### config.mk
export PLATFORM = sky130hd
export DESIGN_NAME = cipher_arbiter_flat
export DESIGN_NICKNAME = d
export VERILOG_FILES = /design/src/rtl/cipher_pkg.sv /design/src/rtl/cipher_arbiter_if.sv /design/src/rtl/cipher_serial_core.sv /design/src/rtl/cipher_arbiter.sv /design/src/flat_wrapper.sv
export SDC_FILE = /design/constraint.sdc
export NUM_CORES = 1
export LEC_CHECK = 0
export BUFFER_PORTS_ARGS = -buffer_cell sky130_fd_sc_hd__buf_2
export CAP_MARGIN = 15
export CORE_UTILIZATION = 35
export DETAILED_ROUTE_END_ITERATION = 8
export GPL_TIMING_DRIVEN = 0
export PLACE_DENSITY = 0.72
export SKIP_CTS_REPAIR_TIMING = 1
export SYNTH_ARGS = -nofsm -noshare
export SYNTH_HDL_FRONTEND = slang
export SYNTH_SLANG_ARGS = --single-unit
### constraint.sdc
create_clock -name clk -period 1.59 [get_ports clk]
set_input_delay 0.2385 -clock clk [delete_from_list [all_inputs] [get_ports clk]]
set_output_delay 0.2385 -clock clk [all_outputs]
set_load 0.05 [all_outputs]
### src/rtl/cipher_pkg.sv
// Shared types and constants for the bit-serial cipher arbiter.
// Imported by the interface, core and arbiter.
package cipher_pkg;

  localparam int KEY_W = 8;

  typedef enum logic [1:0] {
    IDLE,
    RUN,
    RESP
  } state_e;

endpackage

### src/rtl/cipher_arbiter_if.sv
// Requester/consumer bundle for the cipher arbiter.
// master drives jobs and consumes results; slave is the arbiter.
interface cipher_arbiter_if
  import cipher_pkg::*;
#(
  parameter int N = 16
);

  logic             req0_valid;
  logic             req1_valid;
  logic             req0_ready;
  logic             req1_ready;
  logic [KEY_W-1:0] req0_key;
  logic [KEY_W-1:0] req1_key;
  logic [N-1:0]     req0_plaintext;
  logic [N-1:0]     req1_plaintext;
  logic             resp_valid;
  logic             resp_ready;
  logic             resp_id;
  logic [N-1:0]     resp_ciphertext;
  logic             busy;

  modport master (
    output req0_valid, req1_valid,
    output req0_key, req1_key,
    output req0_plaintext, req1_plaintext,
    output resp_ready,
    input  req0_ready, req1_ready,
    input  resp_valid, resp_id,
    input  resp_ciphertext, busy
  );

  modport slave (
    input  req0_valid, req1_valid,
    input  req0_key, req1_key,
    input  req0_plaintext, req1_plaintext,
    input  resp_ready,
    output req0_ready, req1_ready,
    output resp_valid, resp_id,
    output resp_ciphertext, busy
  );

endinterface

### src/rtl/cipher_serial_core.sv
// Bit-serial XOR datapath: one ciphertext bit per step,
// ct[i] = pt[i] ^ key[i mod KEY_W], LSB first.
module cipher_serial_core
  import cipher_pkg::*;
#(
  parameter int N = 16
) (
  input  logic             clk,
  input  logic             rst,
  input  logic             load_i,
  input  logic             step_i,
  input  logic [KEY_W-1:0] key_i,
  input  logic [N-1:0]     pt_i,
  output logic             done_o,
  output logic [N-1:0]     ct_o
);

  localparam int CW = $clog2(N) + 1;
  localparam int IW = $clog2(N);
  localparam int KW = $clog2(KEY_W);

  logic [KEY_W-1:0] key_q, key_d;
  logic [N-1:0]     pt_q, pt_d;
  logic [N-1:0]     ct_q, ct_d;
  logic [CW-1:0]    cnt_q, cnt_d;
  logic [IW-1:0]    pidx;
  logic [KW-1:0]    kidx;

  assign pidx   = cnt_q[IW-1:0];
  assign kidx   = KW'(cnt_q);
  assign done_o = (cnt_q == CW'(N));
  assign ct_o   = ct_q;

  always_comb begin
    key_d = key_q;
    pt_d  = pt_q;
    ct_d  = ct_q;
    cnt_d = cnt_q;
    if (load_i) begin
      key_d = key_i;
      pt_d  = pt_i;
      ct_d  = '0;
      cnt_d = '0;
    end else if (step_i && !done_o) begin
      ct_d[pidx] = pt_q[pidx] ^ key_q[kidx];
      cnt_d      = cnt_q + CW'(1);
    end
  end

  always_ff @(posedge clk) begin
    if (rst) begin
      key_q <= '0;
      pt_q  <= '0;
      ct_q  <= '0;
      cnt_q <= '0;
    end else begin
      key_q <= key_d;
      pt_q  <= pt_d;
      ct_q  <= ct_d;
      cnt_q <= cnt_d;
    end
  end

endmodule

### src/rtl/cipher_arbiter.sv
// Two-requester round-robin front end sharing one
// bit-serial cipher core, with a held response slot.
module cipher_arbiter
  import cipher_pkg::*;
#(
  parameter int N = 16
) (
  input logic             clk,
  input logic             rst,
  cipher_arbiter_if.slave bus
);

  state_e state_q, state_d;
  logic   last_q, last_d;
  logic   id_q, id_d;
  logic   pick1;
  logic   rdy0, rdy1;
  logic   load, step, done;

  logic [KEY_W-1:0] sel_key;
  logic [N-1:0]     sel_pt;
  logic [N-1:0]     ct;

  // Sole valid requester wins; otherwise the one not granted last.
  assign pick1 = (bus.req1_valid & ~bus.req0_valid)
               | (~(bus.req0_valid ^ bus.req1_valid) & ~last_q);

  always_comb begin
    sel_key = bus.req0_key;
    sel_pt  = bus.req0_plaintext;
    unique case (1'b1)
      pick1: begin
        sel_key = bus.req1_key;
        sel_pt  = bus.req1_plaintext;
      end
      default: ;
    endcase
  end

  always_comb begin
    state_d = state_q;
    last_d  = last_q;
    id_d    = id_q;
    rdy0    = 1'b0;
    rdy1    = 1'b0;
    load    = 1'b0;
    step    = 1'b0;
    unique case (state_q)
      IDLE: begin
        rdy0 = ~pick1;
        rdy1 = pick1;
        if ((rdy0 & bus.req0_valid) | (rdy1 & bus.req1_valid)) begin
          load    = 1'b1;
          id_d    = pick1;
          last_d  = pick1;
          state_d = RUN;
        end
      end
      RUN: begin
        step = 1'b1;
        if (done) state_d = RESP;
      end
      RESP: begin
        if (bus.resp_ready) state_d = IDLE;
      end
      default: state_d = IDLE;
    endcase
  end

  always_ff @(posedge clk) begin
    if (rst) begin
      state_q <= IDLE;
      last_q  <= 1'b1;
      id_q    <= 1'b0;
    end else begin
      state_q <= state_d;
      last_q  <= last_d;
      id_q    <= id_d;
    end
  end

  cipher_serial_core #(.N(N)) u_core (
    .clk    (clk),
    .rst    (rst),
    .load_i (load),
    .step_i (step),
    .key_i  (sel_key),
    .pt_i   (sel_pt),
    .done_o (done),
    .ct_o   (ct)
  );

  assign bus.req0_ready      = rdy0;
  assign bus.req1_ready      = rdy1;
  assign bus.resp_valid      = (state_q == RESP);
  assign bus.resp_id         = id_q;
  assign bus.resp_ciphertext = ct;
  assign bus.busy            = (state_q != IDLE);

endmodule
### src/flat_wrapper.sv
// flat-port wrapper written by rule: the top's interface ports become plain ports
module cipher_arbiter_flat import cipher_pkg::*;
#(
  parameter int N = 16
)
  (clk, rst, bus_req0_valid, bus_req1_valid, bus_req0_key, bus_req1_key, bus_req0_plaintext, bus_req1_plaintext, bus_resp_ready, bus_req0_ready, bus_req1_ready, bus_resp_valid, bus_resp_id, bus_resp_ciphertext, bus_busy);
  cipher_arbiter_if #(.N(N)) bus_i ();
  input logic clk;
  input logic rst;
  input wire logic [$bits(bus_i.req0_valid)-1:0] bus_req0_valid;
  input wire logic [$bits(bus_i.req1_valid)-1:0] bus_req1_valid;
  input wire logic [$bits(bus_i.req0_key)-1:0] bus_req0_key;
  input wire logic [$bits(bus_i.req1_key)-1:0] bus_req1_key;
  input wire logic [$bits(bus_i.req0_plaintext)-1:0] bus_req0_plaintext;
  input wire logic [$bits(bus_i.req1_plaintext)-1:0] bus_req1_plaintext;
  input wire logic [$bits(bus_i.resp_ready)-1:0] bus_resp_ready;
  output wire logic [$bits(bus_i.req0_ready)-1:0] bus_req0_ready;
  output wire logic [$bits(bus_i.req1_ready)-1:0] bus_req1_ready;
  output wire logic [$bits(bus_i.resp_valid)-1:0] bus_resp_valid;
  output wire logic [$bits(bus_i.resp_id)-1:0] bus_resp_id;
  output wire logic [$bits(bus_i.resp_ciphertext)-1:0] bus_resp_ciphertext;
  output wire logic [$bits(bus_i.busy)-1:0] bus_busy;
  assign bus_i.req0_valid = bus_req0_valid;
  assign bus_i.req1_valid = bus_req1_valid;
  assign bus_i.req0_key = bus_req0_key;
  assign bus_i.req1_key = bus_req1_key;
  assign bus_i.req0_plaintext = bus_req0_plaintext;
  assign bus_i.req1_plaintext = bus_req1_plaintext;
  assign bus_i.resp_ready = bus_resp_ready;
  assign bus_req0_ready = bus_i.req0_ready;
  assign bus_req1_ready = bus_i.req1_ready;
  assign bus_resp_valid = bus_i.resp_valid;
  assign bus_resp_id = bus_i.resp_id;
  assign bus_resp_ciphertext = bus_i.resp_ciphertext;
  assign bus_busy = bus_i.busy;
  cipher_arbiter #(.N(N)) u_core (.clk(clk), .rst(rst), .bus(bus_i));
endmodule
# Word level (Yosys, flattened, before mapping)
# Cells that the tools add are included.
dict set report word_totals {
  reg_bits 49
  word_cells 55
  in_bits 53
  out_inout_bits 21
}
dict set report classes {
  mux 18
  bitwise_logic 12
  add_sub_neg 1
  reduce_logical 8
  n_lt_le_gt_ge 3
  n_eq_ne 6
}
# operator n
set ops {}
lappend ops {{16-bit bitwise mux} 1}
lappend ops {{16-bit two-way mux} 1}
lappend ops {{1-bit two-way mux} 8}
lappend ops {{8-bit two-way mux} 1}
lappend ops {{2-bit two-way mux} 3}
lappend ops {{2-bit inequality test (second input constant)} 3}
lappend ops {{2-bit one-hot mux with 3 select lines} 1}
lappend ops {{5-bit by 1-bit adder with 5-bit output (second input constant)} 1}
lappend ops {{5-bit equality test (second input constant)} 1}
lappend ops {{4-bit by 5-bit < comparator with 1-bit output (second input constant)} 1}
lappend ops {{1-bit bitwise AND} 4}
lappend ops {{1-bit binary-select mux with 4-bit select} 1}
lappend ops {{1-bit demux with 4-bit select} 1}
lappend ops {{4-bit by 1-bit >= comparator with 1-bit output (second input constant)} 1}
lappend ops {{3-bit by 4-bit < comparator with 1-bit output (second input constant)} 1}
lappend ops {{1-bit inverter} 4}
lappend ops {{1-bit binary-select mux with 3-bit select} 1}
lappend ops {{3-bit AND reduction} 1}
lappend ops {{2-bit by 1-bit equality test with 1-bit output (second input constant)} 1}
lappend ops {{2-bit equality test (second input constant)} 1}
lappend ops {{1-bit logical AND} 2}
lappend ops {{2-bit zero test} 1}
lappend ops {{1-bit OR} 2}
lappend ops {{2-bit AND reduction} 1}
lappend ops {{other kinds (4)} 5}

# Logic depth before layout (Yosys ltp)
dict set report logic_depth {
  depth_word 10
  depth_mapped 7
  mapped_depth_nobuf 6
}

# Modules after synthesis
# Synthesis repeated with hierarchy kept, for this count alone.
dict set report hier_totals {
  hier_cells 259
  hier_area_um2 2643.8
}
# mod area_each_um2 n_inst cells_per_inst seq_area_each_um2
set by_module_without_submodules {}
lappend by_module_without_submodules {cipher_serial_core 2040.7 1 207 900.9}
lappend by_module_without_submodules {cipher_arbiter 603.1 1 52 80.1}

# Worst setup path after synthesis
# OpenSTA, ideal clock, no wires.
dict set report synth_path {
  path_kind {input to output}
  start {input port bus_req1_valid}
  end {output port bus_req1_ready}
  required_time_ps 1351
  slack_ps -707
  t_arrival_ps 2059
  cell_stages 6
  path_buffers 2
  path_cell_list {inv_1 ha_1 o21bai_1 buf_2 buf_1 nor2b_1}
}
dict set report synth_via {
  elab_chain_cells 5
  word_cells_on_any_way 6
  cone_classes {mux: 1; bitwise: 5}
}
# item line_no
set synth_rtl {}
lappend synth_rtl {{start, declared} flat_wrapper.sv:11} ;# input wire logic [$bits(bus_i.req1_valid)-1:0] bus_req1_valid;
lappend synth_rtl {{1-bit XOR} cipher_arbiter.sv:26} ;# | (~(bus.req0_valid ^ bus.req1_valid) & ~last_q);
lappend synth_rtl {{1-bit inverter} cipher_arbiter.sv:26}
lappend synth_rtl {{1-bit bitwise AND} cipher_arbiter.sv:26}
lappend synth_rtl {{1-bit OR (*)} cipher_arbiter.sv:26}
lappend synth_rtl {{1-bit two-way mux (*)} cipher_arbiter.sv:48} ;# unique case (state_q)
lappend synth_rtl {{end, declared} flat_wrapper.sv:18} ;# output wire logic [$bits(bus_i.req1_ready)-1:0] bus_req1_ready;
# Every way passes the cells marked *; elsewhere a longest branch is shown, timed or not.

# Worst setup path after layout
dict set report layout_path {
  start {register u_core.u_core.cnt_q[1]}
  end {register u_core.u_core.ct_q[12], in the netlist u_core.u_core.ct_o[12]}
}
dict set report layout_via {
  elab_chain_cells 5
  word_cells_on_any_way 14
  cone_classes {order compare: 2; eq/ne: 1; mux: 7; bitwise: 1; reduce/logical: 3}
}
# item line_no
set layout_rtl {}
lappend layout_rtl {{start, declared} cipher_serial_core.sv:25} ;# logic [CW-1:0] cnt_q, cnt_d;
lappend layout_rtl {{start signal, assigned} cipher_serial_core.sv:60} ;# cnt_q <= cnt_d;
lappend layout_rtl {{4-bit by 5-bit < comparator with 1-bit output (implied by the code) or 4-bit by 1-bit >= comparator with 1-bit output (tied branches)} cipher_serial_core.sv:45} ;# ct_d[pidx] = pt_q[pidx] ^ key_q[kidx];
lappend layout_rtl {{1-bit logical AND (implied by the code)} cipher_serial_core.sv:45}
lappend layout_rtl {{1-bit two-way mux (implied by the code)} cipher_serial_core.sv:45}
lappend layout_rtl {{1-bit demux with 4-bit select} cipher_serial_core.sv:45}
lappend layout_rtl {{16-bit bitwise mux} cipher_serial_core.sv:45}
lappend layout_rtl {{end signal, assigned} cipher_serial_core.sv:59} ;# ct_q <= ct_d;
lappend layout_rtl {{end, declared} cipher_serial_core.sv:24} ;# logic [N-1:0] ct_q, ct_d;
# Parallel ways exist; a longest one is shown, timed or not. The select of a mux whose other input is x is not followed.
# A chain may end at the register's enable or synchronous reset.

==> impl_metrics.env <==
export IMPL_status="complete, but fails checks"
export IMPL_violations="design-rule violations, negative setup slack"
export IMPL_peakVddDrop_mv=0.349
export IMPL_drc=6
export IMPL_clk_latency_ps=310
export IMPL_synthTopCellsByArea="dfxtp_1 42%, mux2i_1 11%, a211oi_1 8.0%, nor2_1 5.9%, mux4_2 5.7%"
export IMPL_place_congestion=0.893
export IMPL_rows=29
export IMPL_core_mm2=0.00642
export IMPL_h_tree_depth=2
export IMPL_ys_seq_area_share_pct=41.7
export IMPL_path_class="reg -> reg"
export IMPL_cp_max_fo=8
export IMPL_critPathCaptureType="flop"
export IMPL_hold_violations=0
export IMPL_crit_path_start_kind="flop"
export IMPL_grt_use_total_pct=15.5
export IMPL_critPathRequiredTime_ps=1800
export IMPL_slew_viol_final=0
export IMPL_cap_violations=0
export IMPL_synth_seq_cells=49
export IMPL_cts_buffers=5
export IMPL_fin_skew_ps=10.4
export IMPL_overflow=0
export IMPL_cts_buffer_depth=2
export IMPL_grt_pass1_wl_mm=8.77
export IMPL_hold_slack_ps=204
export IMPL_post_route_min_period_ps=1870
export IMPL_grt_max_degree=16
export IMPL_cts_root_buffer="clkbuf_8"
export IMPL_setup_viol=20
export IMPL_layout_commonest_cell="buf_2"
export IMPL_power_density_mw_per_mm2=871
export IMPL_dr_pass1_iters=6
export IMPL_fin_crit_sh_pct=118
export IMPL_hold_path_class="in -> reg"
export IMPL_cts_tree="yes"
export IMPL_antenna_found_initial=0
export IMPL_yosys_area_top_type_share_pct=41.7
export IMPL_fmax_mhz=534
export IMPL_finalWirelength_mm=5.66
export IMPL_portBuffers=73
export IMPL_worstReg2RegStart="u_core.u_core.cnt_q[1]"
export IMPL_rsz0062_at_grt="yes"
export IMPL_synth_distinct_cells=31
export IMPL_cts_sinks=49
export IMPL_dp_cells=389
export IMPL_ant_nets=0
export IMPL_clk_pin_slew_ps=90
export IMPL_crit_start="u_core.u_core.cnt_q[1]"
export IMPL_syn_area_mm2=0.00235
export IMPL_vias=2123
export IMPL_worstHoldStart="bus_resp_ready"
export IMPL_drive_gt1_share_pct=42.8
export IMPL_die_area_mm2=0.00706
export IMPL_antenna_cells=0
export IMPL_mostFrequentLayoutCells="74 x buf_2, 47 x dfxtp_1, 34 x nor2_1, 25 x mux2i_1, 25 x a211oi_1"
export IMPL_worst_slew_pin_slew_ps=458
export IMPL_setup_slack_ps=-283
export IMPL_dp_worst_setup_slack_ps=-330
export IMPL_io_pins=74
export IMPL_fin_nets=385
export IMPL_syn_nets=298
export IMPL_synthCells=239
export IMPL_drt_iter0_drc=71
export IMPL_yosysTopAreaCell="dfxtp_1"
export IMPL_syn2layout_area_growth_pct=37.0
export IMPL_drt_vias_per_instance=5.25
export IMPL_ys_warn_count=0
export IMPL_start_util_pct=36.6
export IMPL_maxSlewHeadroom_pct=69.4
export IMPL_die_h_um=84
export IMPL_syn_area_per_cell_um2=9.85
export IMPL_leakage_nw=1.33
export IMPL_die_x_um=84
export IMPL_tns_ps=-4070
export IMPL_stdcell_count=404
export IMPL_routedWlPerCell_um=14.0
export IMPL_cp_data_arrival_time_ps=2080
export IMPL_hpwl_mm=4.07
export IMPL_grt_pass1_vias=1878
flip-flops by register name (all words and copies together) (netlist names):
name,cells
u_core.bus.resp_id,1
u_core.u_core.ct_o,16
u_core.u_core.pt_q,16
u_core.u_core.key_q,8
u_core.last_q,1
u_core.u_core.cnt_q,5
u_core.state_q,2
critical path, stage by stage, from the launching register on:
cell and delay (ps):
dfxtp_2 370, buf_8 140, mux4_2 530, mux2i_4 260, xnor2_2 190, a311oi_1 270
power by group:
group          internal, mW  total, mW  switching [mW]
Combinational         0.313      0.678           0.365
Sequential             1.31       1.35          0.0420
Clock                 0.353      0.782           0.428
Total                  1.97       2.81           0.835
worst paths after layout:
check                                               to  slack (ps)  depth (start not counted)
worst max-delay path            u_core.u_core.ct_o[12]        -280                          5
worst max register to register  u_core.u_core.ct_o[12]        -280                          5
worst min register to register      u_core.bus.resp_id         500                          2
worst min-delay path                 u_core.state_q[1]         200                          3
cell families after synthesis:
logic type,synth area share (%)
xor+xnor,1.86
simple gates,10.7
compound gates,19.7
flops,41.7
fa+ha+maj,3.19
buf+inv,4.63
mux,18.2
final cells by class:
type                       count  area [um^2]
clock inverter                 2         13.8
fill                         581         3200
buffer                        18          115
multi-input combinational    164         1450
sequential                    49          983
timing repair buffer          82          449
clock buffer                   6         82.6
tap                           77         96.3
inverter                       6         30.0
synth_stat cells (all sizes together):
| library cell | n |
|---|---|
| o311a | 3 |
| or2 | 2 |
| ha | 6 |
| and2 | 1 |
| o31ai | 1 |
| mux2i | 28 |
| xnor2 | 4 |
| a211oi | 25 |
| o21ai | 1 |
| a41oi | 2 |
| o21bai | 2 |
| clkbuf | 13 |
| xor2 | 1 |
| dfxtp | 49 |
| nor4 | 2 |
| a311oi | 15 |
| or3 | 1 |
| nand2 | 1 |
| nand2b | 2 |
| inv | 6 |
| nor2 | 37 |
| buf | 7 |
| nor3 | 2 |
| nor2b | 6 |
| mux4 | 6 |
| nand4 | 2 |
| a21oi | 14 |
layer usage:
metal	share of wire, %	GRT usage, %	routed length (um)	vias to the layer above
li1	-	-	-	1061
met1	44	19.6	2500	977
met4	1.6	6.11	89	0
met3	4.8	3.26	274	11
met2	49	25.6	2790	74
met5	0	0	0	-
stage by stage:
step | utilization (%) | instance area (um^2) | total power, mW
detailed placement | 44.5 | 2860 | 1.95
global route | 50.2 | 3220 | 2.94
CTS | 46.0 | 2960 | 2.71
finish | 50.2 | 3220 | 2.81
floorplan | - | 2400 | 1.78
global placement | 44.5 | 2860 | 1.94
Power figures use the tool's default switching activity.
